## src/rtl/pc_seq_pkg.sv

```systemverilog
// Shared definitions for pc_sequencer: the Selector opcode enum and its constants.
package pc_seq_pkg;

    localparam logic [2:0] SEL_HOLD   = 3'd0;
    localparam logic [2:0] SEL_SEQ    = 3'd1;
    localparam logic [2:0] SEL_BRANCH = 3'd2;
    localparam logic [2:0] SEL_JUMP   = 3'd3;
    localparam logic [2:0] SEL_CALL   = 3'd4;
    localparam logic [2:0] SEL_RET    = 3'd5;

    typedef enum logic [2:0] {
        OP_HOLD   = SEL_HOLD,
        OP_SEQ    = SEL_SEQ,
        OP_BRANCH = SEL_BRANCH,
        OP_JUMP   = SEL_JUMP,
        OP_CALL   = SEL_CALL,
        OP_RET    = SEL_RET,
        OP_RSV6   = 3'd6,
        OP_RSV7   = 3'd7
    } pc_op_e;

    function automatic pc_op_e decode_op(input logic [2:0] sel);
        return pc_op_e'(sel);
    endfunction

endpackage

```

## src/rtl/pc_ras.sv

```systemverilog
// Circular return-address stack: a push when full overwrites the oldest entry,
// a pop when empty leaves the stack untouched; both raise a combinational flag.
module pc_ras #(
    parameter int unsigned DEPTH = 4,
    parameter int unsigned WIDTH = 32
) (
    input  logic             clk,
    input  logic             rst,
    input  logic             push,
    input  logic             pop,
    input  logic [WIDTH-1:0] wdata,
    output logic [WIDTH-1:0] rdata,
    output logic             full,
    output logic             empty,
    output logic             overflow,
    output logic             underflow
);

    localparam int unsigned PTR_W = $clog2(DEPTH);
    localparam int unsigned CNT_W = PTR_W + 1;
    localparam logic [PTR_W-1:0] PTR_ONE = PTR_W'(1);
    localparam logic [CNT_W-1:0] CNT_ONE = CNT_W'(1);
    localparam logic [CNT_W-1:0] CNT_MAX = CNT_W'(DEPTH);

    logic [WIDTH-1:0] mem_q [DEPTH];
    logic [WIDTH-1:0] mem_d [DEPTH];
    logic [PTR_W-1:0] top_q, top_d;
    logic [CNT_W-1:0] cnt_q, cnt_d;

    assign full      = (cnt_q == CNT_MAX);
    assign empty     = (cnt_q == '0);
    assign overflow  = push && full;
    assign underflow = pop && empty;
    assign rdata     = mem_q[top_q - PTR_ONE];

    // top_q always names the next write slot; when full that slot holds the oldest entry.
    always_comb begin
        mem_d = mem_q;
        top_d = top_q;
        cnt_d = cnt_q;
        if (push) begin
            mem_d[top_q] = wdata;
            top_d        = top_q + PTR_ONE;
            if (!full) begin
                cnt_d = cnt_q + CNT_ONE;
            end
        end else if (pop && !empty) begin
            top_d = top_q - PTR_ONE;
            cnt_d = cnt_q - CNT_ONE;
        end
    end

    always_ff @(posedge clk) begin
        if (rst) begin
            top_q <= '0;
            cnt_q <= '0;
        end else begin
            top_q <= top_d;
            cnt_q <= cnt_d;
        end
    end

    always_ff @(posedge clk) begin
        mem_q <= mem_d;
    end

endmodule

```

## src/rtl/pc_sequencer.sv

```systemverilog
// Program-counter sequencer (HOLD/SEQ/BRANCH/JUMP/CALL/RET).
// Define PC_SEQ_RAS_EN to build the return-address stack; otherwise CALL=JUMP, RET=SEQ.
module pc_sequencer
    import pc_seq_pkg::*;
#(
    parameter int unsigned      XLEN      = 32,
    parameter logic [XLEN-1:0]  RST_VEC   = '0,
    parameter int unsigned      STEP      = 4,
    parameter int unsigned      RAS_DEPTH = 4
) (
    input  logic            clk,
    input  logic            rst,
    input  logic            en,
    input  logic [2:0]      Selector,
    input  logic [XLEN-1:0] in_pc,
    output logic [XLEN-1:0] out_pc,
    output logic            ras_full,
    output logic            ras_empty,
    output logic            ras_err
);

    localparam logic [XLEN-1:0] STEP_V = XLEN'(STEP);

    pc_op_e          op;
    logic [XLEN-1:0] out_pc_q, out_pc_d;
    logic [XLEN-1:0] seq_pc;

    assign op     = decode_op(Selector);
    assign seq_pc = out_pc_q + STEP_V;
    assign out_pc = out_pc_q;

`ifdef PC_SEQ_RAS_EN
    logic            ras_push, ras_pop;
    logic [XLEN-1:0] ras_rdata;
    logic            ras_ovf, ras_unf;
    logic            ras_err_q, ras_err_d;

    assign ras_push = en && (op == OP_CALL);
    assign ras_pop  = en && (op == OP_RET);

    pc_ras #(
        .DEPTH (RAS_DEPTH),
        .WIDTH (XLEN)
    ) u_ras (
        .clk       (clk),
        .rst       (rst),
        .push      (ras_push),
        .pop       (ras_pop),
        .wdata     (seq_pc),
        .rdata     (ras_rdata),
        .full      (ras_full),
        .empty     (ras_empty),
        .overflow  (ras_ovf),
        .underflow (ras_unf)
    );

    assign ras_err_d = ras_ovf || ras_unf;
    assign ras_err   = ras_err_q;
`else
    assign ras_full  = 1'b0;
    assign ras_empty = 1'b1;
    assign ras_err   = 1'b0;
`endif

    always_comb begin
        out_pc_d = out_pc_q;
        if (en) begin
            case (op)
                OP_SEQ:    out_pc_d = seq_pc;
                OP_BRANCH: out_pc_d = out_pc_q + in_pc;
                OP_JUMP:   out_pc_d = in_pc;
                OP_CALL:   out_pc_d = in_pc;
`ifdef PC_SEQ_RAS_EN
                OP_RET:    out_pc_d = ras_empty ? seq_pc : ras_rdata;
`else
                OP_RET:    out_pc_d = seq_pc;
`endif
                default:   out_pc_d = out_pc_q;
            endcase
        end
    end

    always_ff @(posedge clk) begin
        if (rst) begin
            out_pc_q <= RST_VEC;
`ifdef PC_SEQ_RAS_EN
            ras_err_q <= 1'b0;
`endif
        end else begin
            out_pc_q <= out_pc_d;
`ifdef PC_SEQ_RAS_EN
            ras_err_q <= ras_err_d;
`endif
        end
    end

endmodule

```

## config.mk

```make
export PLATFORM = sky130hd
export DESIGN_NAME = pc_sequencer
export DESIGN_NICKNAME = d
export VERILOG_FILES = /design/src/rtl/pc_seq_pkg.sv /design/src/rtl/pc_ras.sv /design/src/rtl/pc_sequencer.sv
export SDC_FILE = /design/constraint.sdc
export NUM_CORES = 1
export LEC_CHECK = 0
export CORE_MARGIN = 2
export CORE_UTILIZATION = 45
export CTS_BUF_LIST = sky130_fd_sc_hd__clkbuf_16
export CTS_CLUSTER_SIZE = 24
export DETAILED_ROUTE_END_ITERATION = 16
export GPL_TIMING_DRIVEN = 1
export PLACE_DENSITY = 0.7
export SYNTH_ARGS = -nofsm -noshare
export SYNTH_HDL_FRONTEND = slang
export SYNTH_SLANG_ARGS = --single-unit
```

## constraint.sdc

```tcl
create_clock -name clk -period 5.4 [get_ports clk]
set_clock_uncertainty 0.05 [all_clocks]
set_input_delay 0.81 -clock clk [delete_from_list [all_inputs] [get_ports clk]]
set_output_delay 0.81 -clock clk [all_outputs]
set_load 0.03 [all_outputs]
```

==> out/qor.csv, run 1 <==
metric,value,unit
Yosys cell types,82,
max reg flops,32,
Worst-path clk slew,0.06,ns
"Setup violations, final",0,
WP data required,5.49,ns
initial DRC count,294,
crit path time final,3.511,ns
CTS tree,built,
CP startpoint,in_pc[0],
area post-placement,4912,um^2
Inst Count DP,731,
IO Count,73,
fraction of layout instances using a drive strength above 1,6.210,%
final period utilization,65.02,%
initial antenna violation count,0,
Total Wirelength,14380,um
# nets final,698,
largest net degree at the start of global routing,27,
CTS max path bufs,2,
Synth Cell Area,4198,um^2
Port Buffers,69,
worst-margin pin slew,0.7964,ns
cell with the most instances after synthesis,a21oi_1,
CTS sink count,32,
# hold bufs at CTS,0,
die area,10120,um^2
first-pass GRT wire length,23290,um
Leakage,1.953,nW
routed vias/inst,6.436,
RSZ-0062 raised after global routing,no,
gr usage total,28.59,%
die width,100.6,um
fmax,284.8,MHz
Worst Setup Start Kind,primary input,
Num CTS Buffers,5,
Clock Latency Late Sink,0.29,ns
grt ovf,0,
CTS Root Buffer Type,clkbuf_16,
Final HPWL DP,10490,um
area growth from synthesis to layout,20.89,%
dominant cells by area after synthesis,"dfxtp_1 (15%), ha_1 (9.5%), a21oi_1 (6.7%), nor2_1 (4.9%), o21ai_0 (4.8%)",
Hold Path Class,reg2reg,
type of the worst setup path,in2reg,
Post-synth EDFFs,0,
RR Startpoint,out_pc[0]$_SDFFE_PP0P_,
setup bufs post-CTS,0,
Worst slew margin,45.77,%
drt pass-1 iters,7,
die height,100.6,um
vias in the first global route,4596,
DR vias,4756,
cell accounting for the most synthesized area,dfxtp_1,
CP endpoint kind,flip-flop,
"flops & latches, synth",32,
num rows,35,
commonest cells in the netlist,"a21oi_1 (56), nor2_1 (55), o21ai_0 (40)",
Starting Density,45.86,%
H-tree depth,2,
DRC,0,
Ant. Diodes,0,
fill count,908,
GP Congestion,0.9401,
max-slew violation count,0,
overall power,1.248,mW
CP arrival,3.61,ns
"FFs w/ async S/R, synth",0,%
min-delay src,out_pc[0]$_SDFFE_PP0P_,
Final Instance Area,5075,um^2
wire length per cell,19.45,um
Ys Warns,0,
setup TNS,0,ns
core area,9153,um^2
sequential share of the synthesized area,15.26,%
max-cap violations,0,
Gate Count Post-Synth,577,
ys flop type,dfxtp_1,
Fin. Hold Viols,0,
hold slack,0.4836,ns
Layout Cells excl Fill,739,
Antenna Violating Nets Remaining,0,
power density over the cells,245.9,nW/um^2
share of Yosys cell area claimed by the top area cell type,15.26,%
Mapped Avg Cell Area,7.275,um^2
VDD IR-drop max,0.1217,mV
outcome,"finished, final reports clean",
# resized after CTS,0,
CP Max Fanout,5,
==> routing by layer <==
layer / wire length [um] / global-route usage [%]
met1: 6513 / 39.31
met2: 6410 / 45.18
met3: 1144 / 5.270
met4: 307 / 9.062
met5: 0 / 0
==> cells in the final DEF, fill, tap and decap left out, drive strengths merged, types with 3 or more instances in the layout <==
cell | Yosys | layout
nand2b | 4 | 4
o21bai | 8 | 8
ha | 32 | 32
dfxtp | 32 | 32
a31o | 3 | 3
and4 | 5 | 5
a21o | 15 | 15
nor3 | 24 | 24
nand4 | 9 | 9
clkdlybuf4s50 | 0 | 69
o2111ai | 4 | 4
nor3b | 3 | 3
conb | 2 | 3
nand3 | 32 | 32
a311oi | 4 | 4
buf | 10 | 8
and2 | 4 | 4
mux2i | 5 | 5
a22oi | 5 | 5
o21ai | 43 | 43
a211oi | 7 | 7
inv | 18 | 18
nand2 | 36 | 36
and3 | 8 | 8
xnor2 | 17 | 17
o21a | 7 | 7
or3 | 9 | 9
a31oi | 7 | 7
clkbuf | 25 | 5
o211ai | 7 | 7
nor2b | 3 | 3
nor2 | 58 | 58
nand3b | 3 | 3
xor2 | 10 | 10
nor4 | 9 | 9
o31a | 3 | 3
a21oi | 56 | 56
o31ai | 3 | 3
a221oi | 10 | 10
==> critical path, stage by stage <==
cell	delay [ns]
clkdlybuf4s50_1	0.48
ha_1	0.18
inv_1	0.06
fa_1	0.40
nor2b_1	0.18
o2111ai_1	0.19
a31oi_1	0.50
a311oi_1	0.28
a31oi_1	0.25
xnor2_1	0.15
o32ai_1	0.12
==> kinds of logic (layout without fill, tap and decap cells) <==
logic type / after synthesis / in the layout / share of synthesized area (%)
simple gates: 212 / 212 / 25.78
compound gates: 211 / 211 / 35.23
buf+inv: 53 / 103 / 6.080
fa+ha+maj: 33 / 33 / 10.01
flops: 32 / 32 / 15.26
xor+xnor: 27 / 27 / 5.633
mux: 7 / 7 / 1.818
other cells: 2 / 3 / 0.1789
==> path summary, 6_finish.rpt <==
path | endpoint | slack, ns | depth (start not counted)
setup / recovery | out_pc[24]$_SDFFE_PP0P_ | 1.89 | 11
hold / removal | out_pc[0]$_SDFFE_PP0P_ | 0.48 | 2
setup reg to reg | out_pc[24]$_SDFFE_PP0P_ | 2.52 | 10
hold reg to reg | out_pc[0]$_SDFFE_PP0P_ | 0.48 | 2
==> report_power, final <==
part	internal [mW]	switching, mW
sequential	0.264	0.0506
clock	0.215	0.120
combinational	0.248	0.350
total	0.727	0.521
==> metrics by stage <==
| step | setup WS, ns | utilization (%) |
|---|---|---|
| floorplan | 2.498 | - |
| global placement | 1.742 | 53.67 |
| detailed placement | 1.632 | 53.67 |
| CTS | 1.920 | 55.45 |
| global route | 1.668 | 55.45 |
| finish | 1.889 | 55.45 |
==> cell type report <==
class	instances	area, um^2	area share, %
sequential	32	640.6	12.62
tap	111	138.9	2.737
clock buffer	5	125.1	2.465
inverter	18	67.56	1.331
clock inverter	3	37.54	0.7396
multi-input combinational	493	3314	65.31
timing repair buffer	77	750.7	14.79
Note: power is estimated with default switching activity, not from simulation.
==> run 2: changes to the inputs <==
clock period = 3.5 ns   (was 5.4 ns; I/O delays follow)
==> out/qor.csv, run 2 (synthesis results as in run 1) <==
metric,value,unit,change
outcome,"finished, final reports clean",,
Fin. Hold Viols,0,,unchanged
# hold bufs at CTS,0,,unchanged
CP arrival,3.10,ns,-0.51 ns
WP data required,3.60,ns,-1.89 ns
CP Max Fanout,4,,-1
GP Congestion,0.9422,,+0.22%
reg-to-reg endpoint,out_pc[24]$_SDFFE_PP0P_,,
CTS sink count,32,,unchanged
Starting Density,45.86,%,unchanged
worst-margin pin slew,0.6032,ns,-0.1932 ns
crit path time final,2.993,ns,
RSZ-0062 raised after global routing,no,,
area growth from synthesis to layout,22.35,%,
die area,10120,um^2,unchanged
max-cap violations,0,,unchanged
r2r setup slk,0.78,ns,-1.74 ns
Hold Path Class,reg2reg,,
"Setup violations, final",0,,unchanged
first-pass GRT wire length,22650,um,-2.7%
Leakage,2.003,nW,+2.5%
critical path's slowest cell,a311oi_1,,
area post-placement,5002,um^2,+1.8%
min-delay src,out_pc[0]$_SDFFE_PP0P_,,
drt pass-1 iters,5,,-2
type of the worst setup path,in2reg,,
DR vias,4796,,+0.84%
RR Startpoint,out_pc[11]$_SDFFE_PP0P_,,
VDD IR-drop max,0.1747,mV,+44%
wire length per cell,18.62,um,-4.3%
Inst Count DP,743,,+1.6%
routed vias/inst,6.395,,-0.64%
Worst-path clk slew,0.06,ns,about the same
IO Count,73,,unchanged
initial DRC count,306,,+4.1%
GRT met2 Usage,45.59,%,+0.41 points
setup TNS,0,ns,unchanged
CTS tree,built,,
largest net degree at the start of global routing,39,,+44%
"leading cell type in the layout, fill and taps excluded",clkdlybuf4s50_1,,
R2R depth,8,,-2
max-slew violation count,0,,unchanged
Worst slew margin,59.36,%,+14 points
die height,100.6,um,unchanged
setup bufs post-CTS,0,,unchanged
final period utilization,85.52,%,
"commonest non-fill, non-tap cells in the layout","clkdlybuf4s50_1 (69), a21oi_1 (56), nor2_1 (55)",,
CP endpoint kind,flip-flop,,
die width,100.6,um,unchanged
CTS max path bufs,2,,unchanged
critical path cell sequence,clkdlybuf4s50_1 > ha_1 > a2111o_1 > a31oi_4 > o21ai_0 > a311oi_1 > a31oi_1 > xnor2_1 > o32ai_1,,
worst hold path endpoint,out_pc[0]$_SDFFE_PP0P_,,
DRC,0,,unchanged
met1 usage,37.78,%,-1.5 points
grt ovf,0,,unchanged
Final Instance Area,5136,um^2,+1.2%
Hold Crit Depth,2,,unchanged
Final HPWL DP,10440,um,-0.42%
# nets final,710,,+1.7%
num rows,35,,unchanged
Worst Setup Start Kind,primary input,,
core area,9153,um^2,unchanged
Ant. Diodes,0,,unchanged
max reg flops,32,,unchanged
Layout Cells excl Fill,750,,+1.5%
gr usage total,27.82,%,-0.76 points
initial antenna violation count,0,,unchanged
Most Crowded Layer GR,met2,,
H-tree depth,2,,unchanged
vias in the first global route,4606,,+0.22%
fmax,334.1,MHz,
met3 GRT Util,4.161,%,-1.1 points
power density over the cells,358.2,nW/um^2,+46%
Antenna Violating Nets Remaining,0,,unchanged
Num CTS Buffers,5,,unchanged
Critical Path Max Stage Delay,0.51,ns,about the same
Total Wirelength,13960,um,-2.9%
fraction of layout instances using a drive strength above 1,7.981,%,+1.8 points
CTS Root Buffer Type,clkbuf_16,,
Port Buffers,69,,unchanged
# resized after CTS,0,,unchanged
Clock Latency Late Sink,0.28,ns,about the same
[run 2: cell count changes in the layout (fill, tap and decap cells not counted)]
cell / previous run / this run
inv_1: 18 / 19
clkinv_1: 2 / 0
bufinv_16: 1 / 0
buf_4: 8 / 20
clkinv_2: 0 / 1
[run 2: layout make-up]
class	instances	area, um^2
multi-input combinational	493	3314
sequential	32	640.6
tap	111	138.9
timing repair buffer	89	840.8
inverter	18	67.56
fill	887	4016
clock buffer	5	125.1
clock inverter	2	8.758
[run 2: how the worst max path moves through the flow]
stage	from	slack [ns]	cells past startpoint	endpoint
final	in_pc[11]	0.51	9	out_pc[24]$_SDFFE_PP0P_
after global routing	in_pc[11]	0.39	9	out_pc[24]$_SDFFE_PP0P_
after CTS	in_pc[11]	0.53	9	out_pc[24]$_SDFFE_PP0P_
after detailed placement	in_pc[11]	0.25	9	out_pc[24]$_SDFFE_PP0P_
after global placement	in_pc[11]	0.31	9	out_pc[24]$_SDFFE_PP0P_
after floorplan	out_pc[11]$_SDFFE_PP0P_	0.80	9	out_pc[30]$_SDFFE_PP0P_
[run 2: routing by layer]
metal	part of all wire, %	up-vias
met1	45	2224
met3	7.8	30
met5	0	-
li1	-	2316
met4	1.8	0
met2	45	226
[run 2: critical path, delay by kind of cell]
| family | cells | cell delay, ns |
|---|---|---|
| AOI/OAI and AO/OA | 6 | 1.59 |
| xor gates and xnor gates | 1 | 0.16 |
| adders and majority gates | 1 | 0.37 |
| buffers and inverters | 1 | 0.45 |
[run 2: where the power goes]
group,switching [mW],total (mW),internal [mW]
Combinational,0.536,0.930,0.393
Sequential,0.0770,0.485,0.408
Clock,0.170,0.425,0.256
[run 2: metrics by stage]
stage          hold WS, ns  setup WS, ns  util [%]  power, mW
2_1_floorplan       0.5815        0.7955         -      1.115
3_3_place_gp        0.4625        0.3116     54.65      1.391
3_5_place_dp        0.4686        0.2486     54.65      1.404
4_1_cts             0.4788        0.5340     56.12      1.834
5_1_grt             0.5056        0.3926     56.12      1.955
6_report            0.4762        0.5068     56.12      1.840
==> run 3: changes to the inputs <==
CTS_CLUSTER_SIZE = 28   (was 24)
==> results of run 3 <==
Final layout, timing and power as in run 2 (identical DEF).
